--- config.mk ---
export PLATFORM = sky130hd
export DESIGN_NAME = clock_run_controller
export DESIGN_NICKNAME = d
export VERILOG_FILES = /design/src/rtl/clk_ctrl_pkg.sv /design/src/rtl/req_edge.sv /design/src/rtl/clock_run_controller.sv
export SDC_FILE = /design/constraint.sdc
export NUM_CORES = 1
export LEC_CHECK = 0
export CAP_MARGIN = 20
export CELL_PAD_IN_SITES_DETAIL_PLACEMENT = 0
export CELL_PAD_IN_SITES_GLOBAL_PLACEMENT = 2
export CORE_ASPECT_RATIO = 0.75
export CORE_MARGIN = 2
export CORE_UTILIZATION = 30
export CTS_CLUSTER_SIZE = 16
export DETAILED_ROUTE_END_ITERATION = 10
export GPL_ROUTABILITY_DRIVEN = 1
export PLACE_DENSITY_LB_ADDON = 0.1
export SKIP_CTS_REPAIR_TIMING = 1
export SYNTH_ARGS = -nofsm -noshare
export SYNTH_HDL_FRONTEND = slang
export SYNTH_SLANG_ARGS = --single-unit
--- constraint.sdc ---
create_clock -name system_clk -period 2.2 [get_ports system_clk]
set_input_delay 0.33 -clock system_clk [delete_from_list [all_inputs] [get_ports system_clk]]
set_output_delay 0.33 -clock system_clk [all_outputs]
set_load 0.02 [all_outputs]
--- src/rtl/clk_ctrl_pkg.sv ---
// Shared definitions for the clock/run controller: FSM state encodings,
// request priority order and the legal range of the reset hold count.
package clk_ctrl_pkg;

    // FSM state encodings, also driven out on the state port.
    typedef enum logic [2:0] {
        ST_RST   = 3'd0,
        ST_REL   = 3'd1,
        ST_HALT  = 3'd2,
        ST_RUN   = 3'd3,
        ST_STEP  = 3'd4,
        ST_BURST = 3'd5
    } state_t;

    // Front-panel request kinds, listed from highest to lowest priority.
    typedef enum logic [2:0] {
        REQ_NONE  = 3'd0,
        REQ_HALT  = 3'd1,
        REQ_STEP  = 3'd2,
        REQ_BURST = 3'd3,
        REQ_RUN   = 3'd4
    } req_t;

    // Legal range for the number of cycles _mrPos is held low.
    localparam int HOLD_CYCLES_MIN = 1;
    localparam int HOLD_CYCLES_MAX = 255;

    // Picks the single winning request when several edges land together:
    // halt beats step, step beats burst, burst beats run.
    function automatic req_t pick_req(input logic halt, input logic step,
                                      input logic burst, input logic run);
        req_t winner;
        winner = REQ_NONE;
        if (halt)       winner = REQ_HALT;
        else if (step)  winner = REQ_STEP;
        else if (burst) winner = REQ_BURST;
        else if (run)   winner = REQ_RUN;
        return winner;
    endfunction

endpackage

--- src/rtl/req_edge.sv ---
// Request edge detector: captures a front-panel level into a flop, keeps the
// previous captured value, and pulses for one cycle on a 0->1 transition.
module req_edge (
    input  logic system_clk,
    input  logic reset,
    input  logic req,
    output logic pulse
);

    logic sync_q;
    logic prev_q;

    // Capture stage plus history flop; both cleared by reset so a level held
    // across reset shows up as a fresh edge once reset is gone.
    always_ff @(posedge system_clk or posedge reset) begin
        if (reset) begin
            sync_q <= 1'b0;
            prev_q <= 1'b0;
        end else begin
            sync_q <= req;
            prev_q <= sync_q;
        end
    end

    assign pulse = sync_q & ~prev_q;

endmodule

--- src/rtl/clock_run_controller.sv ---
// Clock/run controller: staged master-reset release followed by the
// run/halt/step/burst clock-enable FSM feeding the external clock gate.
// Optional feature macro: CLK_CTRL_CYCLE_COUNT_EN adds the cycle_count output.
module clock_run_controller
    import clk_ctrl_pkg::*;
#(
    parameter int HOLD_CYCLES = 4,
    parameter int BURST_W     = 8,
    parameter int START_RUN   = 0
) (
    input  logic               system_clk,
    input  logic               reset,
    input  logic               run_req,
    input  logic               halt_req,
    input  logic               step_req,
    input  logic               burst_req,
    input  logic [BURST_W-1:0] burst_len,
    input  logic               cpu_halt,
    output logic               _mrPos,
    output logic               _mrNeg,
    output logic               clk_en,
    output logic [2:0]         state
`ifdef CLK_CTRL_CYCLE_COUNT_EN
    ,
    output logic [31:0]        cycle_count
`endif
);

    // Out-of-range hold counts are clamped into the supported window.
    localparam int HOLD_EFF = (HOLD_CYCLES < HOLD_CYCLES_MIN) ? HOLD_CYCLES_MIN :
                              (HOLD_CYCLES > HOLD_CYCLES_MAX) ? HOLD_CYCLES_MAX :
                              HOLD_CYCLES;
    localparam logic [7:0] HOLD_LAST = 8'(HOLD_EFF - 1);

    logic run_pulse, halt_pulse, step_pulse, burst_pulse;
    logic cpu_halt_q, cpu_halt_prev_q, cpu_halt_rise;

    state_t             state_q, state_d;
    logic [7:0]         hold_q, hold_d;
    logic [BURST_W-1:0] burst_q, burst_d;
    logic               mr_pos_q, mr_pos_d;
    logic               mr_neg_q, mr_neg_d;
    logic               clk_en_q, clk_en_d;
    req_t               winner;

    req_edge u_run_edge   (.system_clk(system_clk), .reset(reset), .req(run_req),   .pulse(run_pulse));
    req_edge u_halt_edge  (.system_clk(system_clk), .reset(reset), .req(halt_req),  .pulse(halt_pulse));
    req_edge u_step_edge  (.system_clk(system_clk), .reset(reset), .req(step_req),  .pulse(step_pulse));
    req_edge u_burst_edge (.system_clk(system_clk), .reset(reset), .req(burst_req), .pulse(burst_pulse));

    // CPU halt flag goes through the same capture stage as the requests; the
    // level stops RUN, the rising edge aborts a burst.
    always_ff @(posedge system_clk or posedge reset) begin
        if (reset) begin
            cpu_halt_q      <= 1'b0;
            cpu_halt_prev_q <= 1'b0;
        end else begin
            cpu_halt_q      <= cpu_halt;
            cpu_halt_prev_q <= cpu_halt_q;
        end
    end

    assign cpu_halt_rise = cpu_halt_q & ~cpu_halt_prev_q;

    // State register with the counters, master resets and clk_en flop.
    always_ff @(posedge system_clk or posedge reset) begin
        if (reset) begin
            state_q  <= ST_RST;
            hold_q   <= '0;
            burst_q  <= '0;
            mr_pos_q <= 1'b0;
            mr_neg_q <= 1'b0;
            clk_en_q <= 1'b0;
        end else begin
            state_q  <= state_d;
            hold_q   <= hold_d;
            burst_q  <= burst_d;
            mr_pos_q <= mr_pos_d;
            mr_neg_q <= mr_neg_d;
            clk_en_q <= clk_en_d;
        end
    end

    // Next-state logic; clk_en is registered from the next state so the
    // enable is high for exactly the cycles spent in RUN, STEP or BURST.
    always_comb begin
        state_d  = ST_HALT;
        hold_d   = hold_q;
        burst_d  = burst_q;
        mr_pos_d = mr_pos_q;
        mr_neg_d = mr_neg_q;
        winner   = pick_req(halt_pulse, step_pulse, burst_pulse, run_pulse);

        case (state_q)
            ST_RST: begin
                state_d = ST_RST;
                if (hold_q == HOLD_LAST) begin
                    state_d  = ST_REL;
                    mr_pos_d = 1'b1;
                end else begin
                    hold_d = hold_q + 8'd1;
                end
            end
            ST_REL: begin
                mr_neg_d = 1'b1;
                state_d  = (START_RUN != 0) ? ST_RUN : ST_HALT;
            end
            ST_HALT: begin
                state_d = ST_HALT;
                case (winner)
                    REQ_STEP:  state_d = ST_STEP;
                    REQ_BURST: begin
                        if (burst_len != '0) begin
                            state_d = ST_BURST;
                            burst_d = burst_len;
                        end
                    end
                    REQ_RUN: begin
                        if (!cpu_halt_q) state_d = ST_RUN;
                    end
                    default:   state_d = ST_HALT;
                endcase
            end
            ST_RUN: begin
                state_d = (halt_pulse || cpu_halt_q) ? ST_HALT : ST_RUN;
            end
            ST_STEP: begin
                state_d = ST_HALT;
            end
            ST_BURST: begin
                if (halt_pulse || cpu_halt_rise || burst_q == BURST_W'(1)) begin
                    state_d = ST_HALT;
                end else begin
                    state_d = ST_BURST;
                    burst_d = burst_q - BURST_W'(1);
                end
            end
            default: state_d = ST_HALT;
        endcase

        clk_en_d = (state_d == ST_RUN) || (state_d == ST_STEP) || (state_d == ST_BURST);
    end

`ifdef CLK_CTRL_CYCLE_COUNT_EN
    logic [31:0] cycle_q;

    // Counts enabled CPU clocks; held at zero while the machine is in reset.
    always_ff @(posedge system_clk or posedge reset) begin
        if (reset) begin
            cycle_q <= '0;
        end else if (state_q == ST_RST) begin
            cycle_q <= '0;
        end else if (clk_en_q) begin
            cycle_q <= cycle_q + 32'd1;
        end
    end

    assign cycle_count = cycle_q;
`endif

    assign _mrPos = mr_pos_q;
    assign _mrNeg = mr_neg_q;
    assign clk_en = clk_en_q;
    assign state  = state_q;

endmodule

==> Yosys cells after proc, flatten, opt, wreduce, memory -nomap -nowiden <==
Cells that the tools add are included.
{ "op_classes": {"addsub": 2, "mul": 0, "n_div": 0, "order_cmp": 0, "n_eq_ne": 15, "shift": 0, "mux": 15, "bitwise_logic": 11, "n_reduce_logical": 11} }
{ "ops": {"columns": ["cell", "n"], "rows": [
  ["$mux W8", 3],
  ["$mux W3", 6],
  ["$pmux W8 S2", 1],
  ["$eq A3 B2 Y1 const B", 5],
  ["$eq A3 B3 Y1 const B", 4],
  ["$pmux W3 S4", 1],
  ["$pmux W3 S3", 1],
  ["$add A8 B1 Y8 const B", 1],
  ["$eq A8 B1 Y1 const B", 1],
  ["$eq A8 B2 Y1 const B", 1],
  ["$reduce_bool A8 Y1", 1],
  ["$sub A8 B1 Y8 const B", 1],
  ["$not A1 Y1", 6],
  ["$and A1 B1 Y1", 5],
  ["$logic_or A1 B1 Y1", 5],
  ["$ne A2 B2 Y1 const B", 2],
  ["$reduce_and A2 Y1", 2],
  ["$reduce_and A4 Y1", 1],
  ["$eq A3 B1 Y1 const B", 1],
  ["$logic_not A3 Y1", 1],
  ["$mux W1", 3],
  ["$ne A2 B1 Y1 const B", 1],
  ["$reduce_bool A2 Y1", 1]
]} }
{ "totals": {"register_bits": 32, "latch_bits": 0, "mem_bits_rw": 0, "romBits": 0, "input_bits": 15, "output_inout_bits": 6, "wordCells": 70, "memories": 0} }

==> Depth between registers and ports, before layout <==
{ "logic_depth": {"ltp_word": 12, "ltp_mapped": 8, "ltp_nobuf": 7} }

==> Modules after synthesis <==
From an unflattened synthesis, not the netlist that was laid out.
{ "hier_totals": {"hier_cells": 140, "area_unflattened_um2": 1561.5} }
{ "by_module_without_submodules": {"columns": ["mod", "instances", "cells_per_inst", "area_per_inst_um2", "seq_area_each_um2"], "rows": [
  ["clock_run_controller", 1, 124, 1291.2, 600.6],
  ["req_edge", 4, 4, 67.6, 50.0]
]} }

==> Worst setup path after synthesis <==
OpenSTA, ideal clock, no wires.
{ "synth_path": {"path_type": "reg2reg", "startpoint": "register state_q[0] (netlist: state[0])", "endpoint": "register hold_q[5]", "setup_ns": 0.123, "arrival_ns": 1.619, "required_ns": 2.077, "slack_ns": 0.459, "path_stages_with_launch": 7, "n_path_buf": 1, "period_less_slack_ns": 1.741, "path_cell_list": "dfrtp_1 buf_6 or3_4 a21oi_2 and4_4 nand3_2 xnor2_1"} }
{ "synth_between": {"elab_chain_cells": 2} }
{ "synth_rtl": {"columns": ["item", "line", "rtl"], "rows": [
  ["start: declaration", "clock_run_controller.sv:38", "state_t state_q, state_d;"],
  ["start signal: assignment", "clock_run_controller.sv:75", "state_q <= state_d;"],
  ["$logic_not A3 Y1", "clock_run_controller.sv:94", "case (state_q)"],
  ["$reduce_and A2 Y1 (no line)", null, null],
  ["end signal: assignment", "clock_run_controller.sv:76", "hold_q <= hold_d;"],
  ["end: declaration", "clock_run_controller.sv:39", "logic [7:0] hold_q, hold_d;"]
]} }
No other way between the ends.
A chain may end at the register's enable or synchronous reset.

==> Worst setup path in the final report <==
{ "layout_path": {"startpoint": "register state_q[0] (netlist: state[0])", "endpoint": "output port state[0]"} }
{ "layout_rtl": {"columns": ["item", "line", "rtl"], "rows": [
  ["end: declaration", "clock_run_controller.sv:22", "output logic [2:0] state"]
]} }
No word-level cell between the ends.

==> summary.txt <==
Leakage - 0.843 nW
Synth top area cells - dfrtp_1 (52%), a21oi_1 (3.9%), nor2_1 (2.9%)
GR Overflow Total - 0
Fraction of layout cells with a size suffix above 1 - 12.9%
Clk root buf - clkbuf_8
Post-Syn Nets - 160
Core footprint - 0.00493 mm^2
Critical setup path kind - reg2out
Dpl cells - 222
Vias - 1154
Die Y - 66.2 um
Worst hold-check slack - 0.369 ns
Crit. End Element - output pin
PwrDens - 1140 mW/mm^2
Required @ worst endpoint - 1.87 ns
RSZ-0062 raised after global routing - no
Total global-route track usage - 13.2%
Clock Sinks - 32
Die area - 0.00576 mm^2
First-pass GRT wire length - 5660 um
DR DRC count - 0
Syn avg cell area - 10.9 um^2
Gp weighted congestion - 0.853
Mapped Cells - 142
Worst path top cell family by delay - buffers and inverters
Fin Clk Skew - 0.00182 ns
CTS Buffer Depth - 2
Reg clk slew, reported paths - 0.06 ns
Post-synthesis register bit count - 32
Max-Cap Viols - 0
CP startpoint kind - flip-flop
Detailed placement HPWL - 2440 um
Number of distinct library cells after synthesis - 45
Antenna viol nets, final - 0
WP data arrival - 1.57 ns
Least-Margin Pin Slew - 0.501 ns
Initial antenna violation count - 0
DR WL/cell - 14.6 um
Slew HR - 66.1%
Io pins - 21
Internal power - 1.38 mW
Worst Hold Class - reg2reg
Row Count - 22
Core Util, Final - 38.8%
Worst path depth - 1
Place WS - -0.00958 ns
Critical path buffers and inverters - 1
Critical path origin - state[0]
Initial DRT Pass Iterations - 4
Register area share after synthesis - 51.7%
FF-to-FF path depth - 6
Fill cells - 485
Syn-to-layout area delta - 23.4%
TritonCTS clock tree - done
Vias/cell - 5.02
Fin crit period - 1.90 ns
Sequential Area - 801 um^2
Clock Power Share - 21.5%
CP peak stage delay - 0.68 ns
Inserted Diodes - 0
Vias in the first global route - 1148
Die Width - 86.9 um
CP Cell Sequence - clkdlybuf4s50_1
Num CTS Buffers - 5
Max rail drop VDD - 0.372 mV
Fin cells - 230
Switching power - 795 uW
Run status - complete, no violations
Iter 0 DRT Violations - 63
Total routed wirelength - 3350 um
Max-slew violation count - 0
Synthesis Warnings - 0
Multi-input combinational cell area - 702 um^2
Fmax - 526 MHz
Crit path to - state[0]
Final worst slack - 0.301 ns
Sequential share of power - 45.9%
Comb pwr share - 32.6%
Crit Reg-Reg Startpoint - hold_q[0]
Share of the synthesized area in the top cell type - 51.7%
Final hold viol count - 0
Slowest-stage cell, CP - clkdlybuf4s50_1
Critical Path Fanout Max - 11
Htree depth - 2
Cell area after synthesis - 0.00155 mm^2
Clock latency at the later pin of the worst-skew pair - 0.28 ns
R2R Setup Slk - 0.35 ns
Tcrit/Tclk final - 86.3%
Starting density of the core - 31.4%
Port bufs - 20
Worst reg2reg endpoint - clk_en
Largest net degree at the start of global routing - 33
Switching share of power - 36.5%
Final setup fails - 0
Hold_sp - u_step_edge.sync_q
Yosys top cell by area - dfrtp_1
Nets - 187
[flip-flops by register name, summed over array words and instances (netlist names)]
register and count:
burst_q 8, hold_q 8, state 3, _mrNeg 1, _mrPos 1, clk_en 1
cpu_halt_prev_q 1, cpu_halt_q 1, u_burst_edge.prev_q 1, u_burst_edge.sync_q 1, u_halt_edge.prev_q 1, u_halt_edge.sync_q 1
u_run_edge.prev_q 1, u_run_edge.sync_q 1, u_step_edge.prev_q 1, u_step_edge.sync_q 1
[cell usage after synthesis (all sizes together)]
cell / count
nand3b: 1
clkbuf: 1
o22a: 1
nor4: 3
a21oi: 13
or3: 1
a31oi: 1
and4: 1
o32ai: 1
nand2: 8
xnor2: 5
nor3b: 1
nor4b: 2
nand3: 3
ha: 3
a32o: 1
nor3: 7
dfrtp: 32
o21ai: 12
a211oi: 1
mux2: 1
nor2: 12
and2b: 1
a32oi: 1
xor2: 2
a211o: 1
a31o: 1
o21bai: 2
inv: 5
and3b: 1
nor2b: 4
nand2b: 2
buf: 2
and3: 2
a22oi: 4
nand4: 2
o211ai: 1
[cells by family after synthesis]
logic type,Yosys count,share of synthesized area [%]
multiplexers,1,0.728
AO/OA/AOI/OAI,40,17.0
buffers and inverters,8,2.91
AND/OR/NAND/NOR,51,21.3
adder cells (fa/ha/maj),3,2.43
XOR/XNOR,7,3.96
flip-flops,32,51.7
[through the flow]
step	area, um^2	TNS [ns]	power (mW)
after floorplan	1550	0	1.48
after global placement	1820	0	1.71
after detailed placement	1820	-0.0154	1.72
after CTS	1910	0	2.20
after global routing	1910	0	2.33
final	1910	0	2.18
[layout by cell type, fill, tap and decap left out, types with 3 or more instances in the layout]
cell             instances
xnor2_1                  5
clkbuf_8                 6
dfrtp_1                 32
nor2b_1                  4
inv_1                    5
buf_4                    3
clkdlybuf4s50_1         20
o21ai_0                  4
nand2_1                  7
a22oi_1                  3
nor2_1                  12
a21oi_1                 12
nor3_1                   6
o21ai_1                  8
ha_1                     3
[power by group through the flow]
stage / combinational [mW] / clock, mW / sequential (mW)
floorplan: 0.488 / 0 / 0.988
global placement: 0.707 / 0 / 1.01
detailed placement: 0.712 / 0 / 1.01
CTS: 0.715 / 0.480 / 1.00
global route: 0.785 / 0.510 / 1.04
finish: 0.709 / 0.467 / 1.00
[worst min path at each step]
stage	to	slack, ns	cells after the start
floorplan	u_step_edge.prev_q	0.35	0
global placement	u_step_edge.prev_q	0.35	0
detailed placement	u_step_edge.prev_q	0.36	0
CTS	u_step_edge.prev_q	0.37	0
global route	u_step_edge.prev_q	0.39	0
finish	u_step_edge.prev_q	0.37	0
[final cells by class]
cell class / instances / share of cell area, %
flip-flops and latches: 32 / 41.9
multi-input cells: 102 / 36.8
repair buffers: 23 / 11.7
clock buffers: 8 / 4.72
well taps: 60 / 3.93
inverters: 5 / 0.983
[routing by layer]
layer / routed length, um / up-vias / global-route usage, %
met5: 0 / - / 0
met4: 76 / 0 / 6.45
met3: 174 / 9 / 5.12
met2: 1370 / 24 / 17.8
met1: 1730 / 551 / 18.2
li1: - / 570 / -
(Power assumes the default switching activity.)
